<file path="src/rtl/matmul_tile_sequencer.sv">
// -----------------------------------------------------------------------------
// matmul_tile_sequencer
//
// Walks an output matrix tile by tile for an N x N systolic core. For every
// output tile (r, c) it streams K_STEPS beats of input-row / weight-column
// reads out of two block RAMs, marks the first and last beat for the core,
// waits for the core to report the tile result, and then issues one write of
// that tile to the output RAM. Tiles are visited row-major: c runs fastest.
//
// Ports
//   clk          single clock, all state changes on the rising edge
//   rst_n        asynchronous active-low reset
//   en           global advance enable; low freezes every register and
//                masks the strobes (in_en, wb_en, out_we, core_valid, done)
//   clr          synchronous abort back to IDLE, beats en and start
//   start        begin a job (only looked at in IDLE with en high)
//   cfg_i_tiles  row-tile count, latched when start is accepted
//   cfg_w_tiles  column-tile count, latched when start is accepted
//   ready        high while idle
//   done         one-cycle pulse when a job completes
//   in_en/in_addr    input RAM read strobe / address   (r*K_STEPS + k)
//   wb_en/wb_addr    weight RAM read strobe / address  (c*K_STEPS + k)
//   core_valid   read data valid at the core (read strobe delayed one beat)
//   core_first   qualifies the k = 0 beat
//   core_last    qualifies the k = K_STEPS-1 beat
//   core_done    core result for the current tile is ready (used in WAIT)
//   out_we/out_addr  output RAM write strobe / tile address (r*w_tiles + c)
// -----------------------------------------------------------------------------
module matmul_tile_sequencer #(
  parameter int BLOCK_SIZE      = 2,
  parameter int INNER_DIMENSION = 256,
  parameter int MAX_I_TILES     = 1377,
  parameter int MAX_W_TILES     = 32,
  // Derived sizes; the guards keep every width at least one bit.
  localparam int K_STEPS = INNER_DIMENSION / BLOCK_SIZE,
  localparam int KW = (K_STEPS > 1) ? $clog2(K_STEPS) : 1,
  localparam int IW = (MAX_I_TILES > 0) ? $clog2(MAX_I_TILES + 1) : 1,
  localparam int WW = (MAX_W_TILES > 0) ? $clog2(MAX_W_TILES + 1) : 1,
  localparam int IA = (MAX_I_TILES * K_STEPS > 1) ? $clog2(MAX_I_TILES * K_STEPS) : 1,
  localparam int WA = (MAX_W_TILES * K_STEPS > 1) ? $clog2(MAX_W_TILES * K_STEPS) : 1,
  localparam int OA = (MAX_I_TILES * MAX_W_TILES > 1) ? $clog2(MAX_I_TILES * MAX_W_TILES) : 1
) (
  input  logic          clk,
  input  logic          rst_n,
  input  logic          en,
  input  logic          clr,
  input  logic          start,
  input  logic [IW-1:0] cfg_i_tiles,
  input  logic [WW-1:0] cfg_w_tiles,
  output logic          ready,
  output logic          done,
  output logic          in_en,
  output logic [IA-1:0] in_addr,
  output logic          wb_en,
  output logic [WA-1:0] wb_addr,
  output logic          core_valid,
  output logic          core_first,
  output logic          core_last,
  input  logic          core_done,
  output logic          out_we,
  output logic [OA-1:0] out_addr
);

  typedef enum logic [2:0] {
    S_IDLE  = 3'd0,
    S_FEED  = 3'd1,
    S_DRAIN = 3'd2,
    S_WAIT  = 3'd3,
    S_WRITE = 3'd4,
    S_FIN   = 3'd5
  } state_t;

  state_t        state_reg, state_next;
  logic [IW-1:0] r_reg, r_next;          // current row tile
  logic [WW-1:0] c_reg, c_next;          // current column tile
  logic [KW-1:0] k_reg, k_next;          // beat within the tile
  logic [IW-1:0] cfg_i_reg, cfg_i_next;  // latched job size
  logic [WW-1:0] cfg_w_reg, cfg_w_next;

  // Read-latency pipeline: the RAM returns data one enabled cycle after the
  // strobe, so the core qualifiers are the strobe qualifiers delayed once.
  logic cv_reg, cv_next;
  logic cf_reg, cf_next;
  logic cl_reg, cl_next;

  // Job size clamped to what the address space was sized for.
  logic [IW-1:0] cfg_i_sat;
  logic [WW-1:0] cfg_w_sat;

  logic last_k;
  logic last_c;
  logic last_r;

  always_comb begin
    cfg_i_sat = (cfg_i_tiles > IW'(MAX_I_TILES)) ? IW'(MAX_I_TILES) : cfg_i_tiles;
    cfg_w_sat = (cfg_w_tiles > WW'(MAX_W_TILES)) ? WW'(MAX_W_TILES) : cfg_w_tiles;
  end

  // The latched counts are never zero outside IDLE/FIN, so the minus-one
  // comparisons below cannot wrap while they matter.
  assign last_k = (k_reg == KW'(K_STEPS - 1));
  assign last_c = (c_reg == (cfg_w_reg - WW'(1)));
  assign last_r = (r_reg == (cfg_i_reg - IW'(1)));

  // ---------------------------------------------------------------------------
  // State register
  // ---------------------------------------------------------------------------
  always_ff @(posedge clk or negedge rst_n) begin
    if (!rst_n) begin
      state_reg <= S_IDLE;
      r_reg     <= '0;
      c_reg     <= '0;
      k_reg     <= '0;
      cfg_i_reg <= '0;
      cfg_w_reg <= '0;
      cv_reg    <= 1'b0;
      cf_reg    <= 1'b0;
      cl_reg    <= 1'b0;
    end else begin
      state_reg <= state_next;
      r_reg     <= r_next;
      c_reg     <= c_next;
      k_reg     <= k_next;
      cfg_i_reg <= cfg_i_next;
      cfg_w_reg <= cfg_w_next;
      cv_reg    <= cv_next;
      cf_reg    <= cf_next;
      cl_reg    <= cl_next;
    end
  end

  // ---------------------------------------------------------------------------
  // Next-state logic. Nothing moves unless en is high; clr overrides all.
  // ---------------------------------------------------------------------------
  always_comb begin
    state_next = state_reg;
    r_next     = r_reg;
    c_next     = c_reg;
    k_next     = k_reg;
    cfg_i_next = cfg_i_reg;
    cfg_w_next = cfg_w_reg;
    cv_next    = cv_reg;
    cf_next    = cf_reg;
    cl_next    = cl_reg;

    if (clr) begin
      state_next = S_IDLE;
      r_next     = '0;
      c_next     = '0;
      k_next     = '0;
      cv_next    = 1'b0;
      cf_next    = 1'b0;
      cl_next    = 1'b0;
    end else if (en) begin
      // Delay the read strobe and its beat markers by one enabled cycle.
      cv_next = (state_reg == S_FEED);
      cf_next = (state_reg == S_FEED) && (k_reg == '0);
      cl_next = (state_reg == S_FEED) && last_k;

      unique case (state_reg)
        S_IDLE: begin
          if (start) begin
            cfg_i_next = cfg_i_sat;
            cfg_w_next = cfg_w_sat;
            r_next     = '0;
            c_next     = '0;
            k_next     = '0;
            if ((cfg_i_sat == '0) || (cfg_w_sat == '0)) begin
              state_next = S_FIN;
            end else begin
              state_next = S_FEED;
            end
          end
        end

        S_FEED: begin
          if (last_k) begin
            k_next     = '0;
            state_next = S_DRAIN;
          end else begin
            k_next = k_reg + KW'(1);
          end
        end

        // The last read's data reaches the core during this cycle.
        S_DRAIN: begin
          state_next = S_WAIT;
        end

        S_WAIT: begin
          if (core_done) begin
            state_next = S_WRITE;
          end
        end

        S_WRITE: begin
          if (last_c) begin
            c_next = '0;
            if (last_r) begin
              r_next     = '0;
              state_next = S_FIN;
            end else begin
              r_next     = r_reg + IW'(1);
              state_next = S_FEED;
            end
          end else begin
            c_next     = c_reg + WW'(1);
            state_next = S_FEED;
          end
        end

        S_FIN: begin
          state_next = S_IDLE;
        end

        default: begin
          state_next = S_IDLE;
        end
      endcase
    end
  end

  // ---------------------------------------------------------------------------
  // Outputs. Strobes are masked by en so a frozen cycle never issues a read,
  // write or completion that the (also frozen) counters would then repeat.
  // ---------------------------------------------------------------------------
  assign ready      = (state_reg == S_IDLE);
  assign done       = (state_reg == S_FIN) && en;
  assign in_en      = (state_reg == S_FEED) && en;
  assign wb_en      = (state_reg == S_FEED) && en;
  assign out_we     = (state_reg == S_WRITE) && en;
  assign core_valid = cv_reg && en;
  assign core_first = cf_reg && en;
  assign core_last  = cl_reg && en;

  // Addresses are formed at their full output width; every in-range tile
  // index produces a value that fits, so no bits are lost.
  assign in_addr  = (IA'(r_reg) * IA'(K_STEPS)) + IA'(k_reg);
  assign wb_addr  = (WA'(c_reg) * WA'(K_STEPS)) + WA'(k_reg);
  assign out_addr = (OA'(r_reg) * OA'(cfg_w_reg)) + OA'(c_reg);

endmodule

</file>
<file path="config.mk">
export PLATFORM = sky130hd
export DESIGN_NAME = matmul_tile_sequencer
export DESIGN_NICKNAME = d
export VERILOG_FILES = /design/src/rtl/matmul_tile_sequencer.sv
export SDC_FILE = /design/constraint.sdc
export NUM_CORES = 1
export LEC_CHECK = 0
export CAP_MARGIN = 40
export CORE_UTILIZATION = 45
export DETAILED_ROUTE_END_ITERATION = 7
export GPL_TIMING_DRIVEN = 0
export PLACE_DENSITY_LB_ADDON = 0.12
export SYNTH_ARGS = -nofsm -noshare
export SYNTH_HDL_FRONTEND = slang
export SYNTH_SLANG_ARGS = --single-unit
</file>
<file path="constraint.sdc">
create_clock -name clk -period 16.5 [get_ports clk]
set_clock_uncertainty 0.15 [all_clocks]
set_input_delay 2.475 -clock clk [delete_from_list [all_inputs] [get_ports clk]]
set_output_delay 2.475 -clock clk [all_outputs]
set_load 0.1 [all_outputs]
</file>
# After elaboration in Yosys (flattened, before gate mapping)
# Index checks and enable logic that the tools add are counted.
dict set report word_totals {
  wordCells 87
  input_bits 23
  out_inout_bits 54
  reg_bits 47
}
dict set report op_classes {
  n_mux 33
  mul 1
  reduce_logical 21
  magnitude_cmp 2
  bitwise 1
  n_addsub 8
  eq_ne 12
}
# cell n
set op_table {}
lappend op_table {{$mux 11} 6}
lappend op_table {{$mux 6} 5}
lappend op_table {{$mux 7} 4}
lappend op_table {{$mux 3} 8}
lappend op_table {{$pmux 11 s2} 1}
lappend op_table {{$add 18x7->18} 1}
lappend op_table {{$add 16x6->16} 1}
lappend op_table {{$mul 11x6->16} 1}
lappend op_table {{$pmux 3 s5} 1}
lappend op_table {{$pmux 7 s2} 1}
lappend op_table {{$add 12x7->12} 1}
lappend op_table {{$ne 3x3->1 const B} 4}
lappend op_table {{$pmux 6 s2} 1}
lappend op_table {{$reduce_and 4->1} 3}
lappend op_table {{$add 11x1->11 const B} 1}
lappend op_table {{$eq 11x11->1} 1}
lappend op_table {{$gt 11x11->1 const B} 1}
lappend op_table {{$logic_not 11->1} 1}
lappend op_table {{$sub 11x1->11 const B} 1}
lappend op_table {{$logic_and 1x1->1} 8}
lappend op_table {{$add 7x1->7 const B} 1}
lappend op_table {{$eq 7x7->1 const B} 1}
lappend op_table {{$logic_not 7->1} 1}
lappend op_table {{$add 6x1->6 const B} 1}
lappend op_table {{14 further kinds} 23}

# Depth between registers and ports, before layout
dict set report logic_depth {
  ltp_word 9
  ltp_mapped 18
  depth_no_buf 17
}

# Least setup slack after synthesis
# No wires, ideal clock.
dict set report synth_path {
  path_kind {input -> output}
  from {in en}
  to {out wb_en}
  arrival_time_ns 6.410
  path_buffers 1
  cell_stages 3
  slack_ns 7.465
  required_ns 13.875
  cell_sequence {clkinv_1 > nor4_1 > buf_4}
}
dict set report synth_between {
  elab_chain_cells 1
}
# item line_no
set synth_rtl {}
lappend synth_rtl {{start: declaration} 45} ;# input logic en,
lappend synth_rtl {{$logic_and 1x1->1} --}
lappend synth_rtl {{end: declaration} 54} ;# output logic wb_en,
# No other way between the ends.

# Worst setup path after layout
dict set report layout_path {
  from {reg r_reg[0]}
  to {out out_addr[14]}
}
dict set report layout_between {
  elab_chain_cells 2
}
# item line_no
set layout_rtl {}
lappend layout_rtl {{start: declaration} 74} ;# logic [IW-1:0] r_reg, r_next;
lappend layout_rtl {{start signal: assignment} 121} ;# r_reg <= r_next;
lappend layout_rtl {{$mul 11x6->16} 240} ;# assign out_addr = (OA'(r_reg) * OA'(cfg_w_reg)) + OA'(c_reg);
lappend layout_rtl {{$add 16x6->16} 240}
lappend layout_rtl {{end: declaration} 61} ;# output logic [OA-1:0] out_addr
# No other way between the ends.

==> metrics.txt <==
Max Fanout on Critical Path 9; Die Wd 110 um; Sw Share approximately 45%; GRT Util Overall 23.3%; Cell Area, Synth between 5000 and 6000 um2; Synth top area share 22.4%; diodes inserted 0; Final HPWL DP 10.6 mm; critical path type reg2out; cell taking the most area after synthesis dfrtp_1; routability cong. 0.820; grt ovf 0; initial antenna violation count 0; clock slew at reported path FFs 0.06 ns; fraction of layout cells with a size suffix above 1 a little over an eighth; period utilization 52.8%; sequential fraction of design power a little under a third; Die Y 110 um; Cells after Synth 590; Max IR drop VDD 110 uV; power share of the clock group approximately 17%; Final min period 8.72 ns; I/O pin count 77; vias per inst 5.30; Via Count 4620; nets 834; FF+latch count, synth 47; port bufs 76; worst slew pin tran 0.913 ns; Finished Layout Cells 872; Skew-Pair Late Insertion Delay 0.28 ns; Resized cells post-CTS 0; number of CTS-inserted buffers 5; TritonCTS clock tree yes; Final Hold Fails 0; Syn. warnings 0; Worst Path Arrival 6.09 ns; H-tree depth 2; Seq/Total Area, Yosys between 20% and 30%; fmax 115 MHz; First-pass DRT Iterations 4; Worst Path Required 13.88 ns; Inst Count DP 864; Unique masters post-synth 63; max cap viols 0; Die ar. 12100 um2; Rows 39; post-synthesis area per instance between 8 and 9 um2; setup TNS 0 ns; first-pass GRT wire length around 22 mm; Final setup violation count 0; Core Box Area 11400 um2; Pleak 3.48 nW; number of hold buffers added after CTS 0; vias in the first global route 4526; CP Capture Type output port; most instantiated cells after synthesis and2_1 (63), dfrtp_1 (47), ha_1 (44); Post-CTS Setup Bufs 0; Rel. slew slack between 30 and 40%; Clock Sinks 47; antenna-violating nets left 0; P_sw between 200 and 300 uW; Final Core Density 63.1%; Synth area leaders dfrtp_1 (22%), fa_1 (15%), ha_1 (10%), and2_1 (7.5%), xnor2_1 (4.8%); status finished, final reports clean; Power Internal 310 uW; initial drt markers 239; count leader, synth and2_1; maximum root-to-sink buffer count 2; Net Count, Synth 696; max-slew violations 0; asr flop ratio synth 100%; WL/cell 14.8 um; DRC 0; RSZ-0062 raised after global routing no; Hold Crit Class reg2reg; synth-to-layout area growth 36.8%; Post-synth EDFFs 0; Root Buffer clkbuf_16; Synth Flop Type dfrtp_1; startpoint class of the critical path flip-flop; r2r setup slk approximately 14 ns; WL final 12.9 mm; largest net degree at the start of global routing 31; initial core utilization 46.1%; PwrDens 78.5 nW/um2; Comb power frac 52.0%
[routing by layer]
layer,GRT usage (%),vias to the layer above,part of all wire [%]
met3,2.70,9,3.7
met5,0,-,0
met1,32.9,2243,46
li1,-,2277,-
met2,39.3,91,50
met4,2.86,0,0.53
[worst paths after layout]
kind                                          startpoint                  endpoint  depth (start not counted)
min in group asynchronous                          rst_n  cfg_i_reg[6]$_DFFE_PN0P_                          1
worst min register to register        cv_reg$_DFFE_PN0P_        cv_reg$_DFFE_PN0P_                          2
worst max register to register  cfg_w_reg[0]$_DFFE_PN0P_      r_reg[0]$_DFFE_PN0P_                          9
worst max-delay path                r_reg[0]$_DFFE_PN0P_              out_addr[14]                         19
worst min-delay path                  cv_reg$_DFFE_PN0P_        cv_reg$_DFFE_PN0P_                          2
max in group asynchronous                          rst_n      k_reg[5]$_DFFE_PN0P_                          2
[metrics by stage]
stage | area [um2] | setup slack [ns] | power (mW) | hold slack, ns
2_1_floorplan | 5250 | 7.47 | 0.371 | 0.329
3_3_place_gp | 6190 | 7.73 | 0.434 | 0.349
3_5_place_dp | 7040 | 8.11 | 0.466 | 0.354
4_1_cts | 7180 | 7.74 | 0.565 | 0.368
5_1_grt | 7180 | 7.45 | 0.602 | 0.375
6_report | 7180 | 7.78 | 0.563 | 0.367
[placed cells by master (no fill, tap or decap), types with 22 or more instances in the layout]
cell | Yosys | routed
dfrtp_1 | 47 | 47
nor2_1 | 38 | 38
and2_1 | 63 | 63
xnor2_1 | 29 | 29
inv_1 | 40 | 40
buf_8 | 0 | 52
fa_1 | 39 | 39
clkdlybuf4s50_1 | 0 | 75
ha_1 | 44 | 44
o21ai_0 | 27 | 27
nand2_1 | 38 | 38
a21oi_1 | 22 | 22
[area by class of cell]
class | count | area (um2)
fillers | 934 | 4190
multi-input cells | 464 | 3710
repair buffers | 131 | 1610
flip-flops and latches | 47 | 1180
plain buffers | 38 | 208
well taps | 143 | 179
inverters | 41 | 154
clock buffers | 5 | 125
clock inverters | 3 | 15.0
[cell families (layout without fill, tap and decap cells)]
family / after synthesis / in the layout / synth area share, %
xor gates and xnor gates: 43 / 43 / 7.32
AOI/OAI and AO/OA: 112 / 112 / 14.2
muxes: 1 / 1 / 0.215
buffers and inverters: 79 / 218 / 6.89
and+or+nand+nor: 225 / 225 / 23.6
DFF: 47 / 47 / 22.4
adders and majority gates: 83 / 83 / 25.4
[worst max-delay path: stages, from the launching register on]
cell             delay [ns]
dfrtp_1                0.40
clkbuf_1               0.40
nand2_1                0.15
fa_1                   0.53
fa_1                   0.56
inv_1                  0.06
fa_1                   0.53
inv_1                  0.05
fa_1                   0.50
inv_1                  0.04
ha_1                   0.32
o21ai_0                0.26
a211oi_1               0.12
a211oi_1               0.42
nand2_1                0.14
a41o_1                 0.26
a21oi_1                0.19
xnor2_1                0.14
clkdlybuf4s50_1        0.52
buf_8                  0.20
[power groups by stage]
stage | clock (mW) | combinational (mW) | sequential [mW]
after floorplan | 0 | 0.195 | 0.176
after global placement | 0 | 0.260 | 0.174
after detailed placement | 0 | 0.291 | 0.175
after CTS | 0.0980 | 0.294 | 0.173
after global routing | 0.105 | 0.320 | 0.177
final | 0.0968 | 0.293 | 0.173
No activity file was read; power rests on OpenSTA's default activity.
